[config.mk]
export PLATFORM = sky130hd
export DESIGN_NAME = adder_pipe
export DESIGN_NICKNAME = d
export VERILOG_FILES = /design/src/rtl/adder_pipe.sv
export SDC_FILE = /design/constraint.sdc
export NUM_CORES = 1
export LEC_CHECK = 0
export BUFFER_PORTS_ARGS = -buffer_cell sky130_fd_sc_hd__buf_4
export CAP_MARGIN = 40
export CORE_MARGIN = 3
export CORE_UTILIZATION = 55
export CTS_CLUSTER_SIZE = 25
export DETAILED_ROUTE_END_ITERATION = 10
export PLACE_DENSITY_LB_ADDON = 0.15
export SLEW_MARGIN = 10
export SYNTH_ARGS = -nofsm -noshare
export SYNTH_HDL_FRONTEND = slang
export SYNTH_SLANG_ARGS = --single-unit
export TNS_END_PERCENT = 1
[constraint.sdc]
create_clock -name clk -period 2.2 [get_ports clk]
set_input_delay 0.22 -clock clk [delete_from_list [all_inputs] [get_ports clk]]
set_output_delay 0.22 -clock clk [all_outputs]
set_load 0.05 [all_outputs]
[src/rtl/adder_pipe.sv]
// rtl/adder_pipe.sv - pipelined add/subtract with carry, overflow and valid/ready backpressure
//
// Ports:
//   clk, rst        rising-edge clock, asynchronous active-high reset
//   flush           synchronous drop of every in-flight word
//   in_valid/ready  upstream handshake for the operand set {a, b, ci, sub}
//   out_valid/ready downstream handshake for the result {sum, co, ovf}
//   occupancy       number of valid words currently in the pipeline

module adder_pipe #(
  parameter int WIDTH   = 4,
  parameter int LATENCY = 3
) (
  input  logic             clk,
  input  logic             rst,
  input  logic             flush,
  input  logic             in_valid,
  output logic             in_ready,
  input  logic [WIDTH-1:0] a,
  input  logic [WIDTH-1:0] b,
  input  logic             ci,
  input  logic             sub,
  output logic             out_valid,
  input  logic             out_ready,
  output logic [WIDTH-1:0] sum,
  output logic             co,
  output logic             ovf,
  output logic [4:0]       occupancy
);

  logic [LATENCY-1:0] v;
  logic [LATENCY-1:0] rdy;
  logic [WIDTH-1:0]   sum_q [LATENCY];
  logic               co_q  [LATENCY];
  logic               ovf_q [LATENCY];

  logic [WIDTH-1:0] bb;
  logic [WIDTH:0]   total;
  logic             ovf_c;
  logic             accept;

  // Subtraction is a + ~b + ci, so a plain subtract needs ci=1.
  assign bb     = sub ? ~b : b;
  assign total  = {1'b0, a} + {1'b0, bb} + {{WIDTH{1'b0}}, ci};
  assign ovf_c  = (a[WIDTH-1] == bb[WIDTH-1]) && (total[WIDTH-1] != a[WIDTH-1]);

  // Stage k can take a new word unless it and every stage after it are
  // full while the output is stalled; this is what collapses bubbles.
  for (genvar k = 0; k < LATENCY; k++) begin : g_rdy
    assign rdy[k] = out_ready || !(&v[LATENCY-1:k]);
  end

  assign in_ready = rdy[0] && !flush && !rst;
  assign accept   = in_valid && in_ready;

  always_ff @(posedge clk or posedge rst) begin
    if (rst) begin
      v <= '0;
      for (int k = 0; k < LATENCY; k++) begin
        sum_q[k] <= '0;
        co_q[k]  <= 1'b0;
        ovf_q[k] <= 1'b0;
      end
    end else if (flush) begin
      v <= '0;
    end else begin
      if (rdy[0]) begin
        v[0]     <= accept;
        sum_q[0] <= total[WIDTH-1:0];
        co_q[0]  <= total[WIDTH];
        ovf_q[0] <= ovf_c;
      end
      for (int k = 1; k < LATENCY; k++) begin
        if (rdy[k]) begin
          v[k]     <= v[k-1];
          sum_q[k] <= sum_q[k-1];
          co_q[k]  <= co_q[k-1];
          ovf_q[k] <= ovf_q[k-1];
        end
      end
    end
  end

  always_comb begin
    occupancy = '0;
    for (int k = 0; k < LATENCY; k++) begin
      occupancy = occupancy + 5'(v[k]);
    end
  end

  assign out_valid = v[LATENCY-1];
  assign sum       = sum_q[LATENCY-1];
  assign co        = co_q[LATENCY-1];
  assign ovf       = ovf_q[LATENCY-1];

endmodule

==> impl_metrics.env <==
export IMPL_min_path_cells=2
export IMPL_synthToLayoutAreaGrowth_pct=18.73
export IMPL_synth_seq_cells=21
export IMPL_ff2ff_path_depth=3
export IMPL_min_to="v[1]"
export IMPL_grt_usage_pct=16.21
export IMPL_hold_class="primary input to flop"
export IMPL_status="complete, no violations"
export IMPL_fmax_mhz=537.0
export IMPL_post_route_min_period_ns=1.862
export IMPL_cts_tree="done"
export IMPL_cp_required_ns=1.98
export IMPL_vias_per_cell=5.059
export IMPL_grt_pass1_wl_um=3001
export IMPL_hold_viol=0
export IMPL_setup_tns_ns=0
export IMPL_cts_resized=0
export IMPL_cts_setup_buffers=0
export IMPL_yosysWarnings=0
export IMPL_yosys_top_cells_count="21 x dfrtp_1, 12 x mux2_2, 7 x buf_4, 6 x o21ai_0, 5 x nor2_1"
export IMPL_skew_ns=0.001384
export IMPL_hp_start="flush"
export IMPL_rsz0062_at_grt="no"
export IMPL_fill_cells=137
export IMPL_nNetsFinal=132
export IMPL_drt_iter0_markers=5
export IMPL_p_per_area_mw_per_mm2=862.9
export IMPL_htreeDepth=1
export IMPL_setup_viol=0
export IMPL_cp_arrival_ns=1.64
export IMPL_io_buffer_count=24
export IMPL_rows=15
export IMPL_reg2reg_from="v[2]"
export IMPL_finalMaxSlewViolations=0
export IMPL_antenna_found_initial=0
export IMPL_synth_cell_types=26
export IMPL_synthTopCellsByArea="dfrtp_1 49%, mux2_2 12%, fa_1 5.5%"
export IMPL_multiInputGateArea_um2=499.2
export IMPL_netlist_area_leader_share_pct=48.55
export IMPL_finalPower_mw=1.109
export IMPL_syn_area_mm2=0.001082
export IMPL_postRouteAntennaNets=0
export IMPL_power_leakage_nw=0.6177
export IMPL_cts_clk_slew_worst_paths_ns=0.11
export IMPL_cts_buffers=3
export IMPL_synth_edff_count=0
export IMPL_grt_max_degree=23
export IMPL_grt_overflow=0
export IMPL_wl_um=1698
export IMPL_synthCells=87
export IMPL_num_vias=683
export IMPL_wire_per_inst_um=12.58
export IMPL_cts_buffer_depth=2
export IMPL_ys_async_sr_fraction_pct=100.0
export IMPL_seq_area_um2=525.5
export IMPL_postSynthAreaPerCell_um2=12.44
export IMPL_ctsRootBufferMaster="clkbuf_4"
export IMPL_path_max_fanout=7
export IMPL_drt_pass1_iterations=4
export IMPL_yosysTopAreaCell="dfrtp_1"
export IMPL_ys_flop_type="dfrtp_1"
export IMPL_n_antenna_cell=0
export IMPL_hpwl_um=1403
export IMPL_fin_crit_sh_pct=84.65
export IMPL_insertion_delay_ns=0.30
export IMPL_worst_setup_path_type="flop to output port"
export IMPL_ff2ff_setup_slack_ns=0.75
export IMPL_synth_seq_area_share_pct=48.55
export IMPL_io_pins=28
export IMPL_layout_drive_gt1_share_pct=41.82
export IMPL_cts_sinks=21
export IMPL_ir_drop_v=0.0004855
export IMPL_remaining_drc_errors=0
export IMPL_routabilityCongestion=0.7232
export IMPL_initial_core_util_pct=60.70
export IMPL_crit_path_end_kind="output port"
export IMPL_worst_setup_path_start_kind="flop"
export IMPL_maxCapViolations=0
export IMPL_core_mm2=0.001783
export IMPL_die_w_um=50.36
export IMPL_grt_pass1_vias=691
export IMPL_synthMostInstantiatedCell="dfrtp_1"
export IMPL_r2r_end="sum_q[6]"
export IMPL_fp_dieH_um=50.36
export IMPL_die_area_mm2=0.002536
==> cell type report <==
class	instances	area share, %
Timing Repair Buffer	26	15.38
Inverter	1	0.2921
Multi-Input combinational cell	58	38.85
Clock buffer	3	1.753
Sequential cell	21	40.90
Tap cell	25	2.434
Clock inverter	1	0.3895
==> kinds of logic (layout without fill, tap and decap cells) <==
kind of cell | count (synthesis) | after routing | synth area share (%)
DFF | 21 | 21 | 48.55
AOI/OAI and AO/OA | 19 | 19 | 10.98
muxes | 14 | 14 | 15.26
and+or+nand+nor | 11 | 11 | 5.781
buffers and inverters | 10 | 31 | 6.010
adders and majority gates | 6 | 6 | 9.018
xor gates and xnor gates | 5 | 5 | 4.046
other | 1 | 3 | 0.3465
==> metal layers <==
layer	vias to the layer above	share of wire, %	GRT usage [%]
met5	-	0	0
met4	0	1.8	10.76
met3	3	4.2	2.671
met2	21	52	27.17
met1	317	42	18.96
li1	342	-	-
==> worst max path at each step <==
stage                     endpoint  start
after floorplan           in_ready   v[2]
final                     in_ready   v[1]
after global placement     co_q[2]    sub
after detailed placement   co_q[2]    sub
after global routing      in_ready   v[1]
after CTS                 in_ready   v[1]
==> cell usage in the layout (no fill, tap or decap) <==
master / synthesis / final
buf_4: 7 / 25
dfrtp_1: 21 / 21
mux2_2: 12 / 12
o21ai_0: 6 / 6
nor2_1: 5 / 5
a21oi_1: 4 / 4
xor2_1: 4 / 4
fa_1: 3 / 3
ha_1: 3 / 3
conb_1: 1 / 3
clkbuf_4: 0 / 3
mux2_4: 2 / 2
a21o_1: 2 / 2
a211oi_1: 2 / 2
a21boi_0: 2 / 2
o31ai_1: 2 / 2
and4b_4: 1 / 1
or2_1: 1 / 1
nor2b_1: 1 / 1
nor2_2: 1 / 1
a21oi_2: 1 / 1
nand3_1: 1 / 1
or3_1: 1 / 1
inv_1: 1 / 1
xnor2_1: 1 / 1
clkinv_2: 0 / 1
dlygate4sd3_1: 0 / 1
==> registers in the layout (all words and copies together), names as in the netlist <==
register	flops
sum_q	8
sum	4
v	3
co_q	2
ovf_q	2
co	1
ovf	1
==> repair_timing <==
action | 4_1_cts | 5_1_grt
endpoints found under the setup margin | 0 | 0
endpoints found under the hold margin | 21 | 0
hold buffers | 1 | 0
==> where the power goes <==
| part | internal (mW) | leakage (nW) | switching [mW] |
|---|---|---|---|
| sequential | 0.475 | 0.260 | 0.0460 |
| clock | 0.0679 | 0.0177 | 0.113 |
| combinational | 0.168 | 0.340 | 0.239 |
==> stage by stage <==
step           hold slack [ns]  util (%)  std cells  worst slack (ns)  instance area [µm²]
3_3_place_gp            0.2795     69.96        130            0.3470                 1247
4_1_cts                 0.1345     72.07        135            0.3216                 1285
2_1_floorplan           0.2050         -         89            0.1002                 1090
3_5_place_dp            0.2788     69.96        130            0.3167                 1247
5_1_grt                 0.1464     72.07        135            0.2410                 1285
6_report                0.1452     72.07        135            0.3377                 1285
==> worst max-delay path, cell delays in order, from the launching register on <==
cell and delay (ns):
dfrtp_1 0.47, and4b_4 0.24, or2_1 0.30, nor2_1 0.12, buf_4 0.20
No activity file was read; power rests on OpenSTA's default activity.
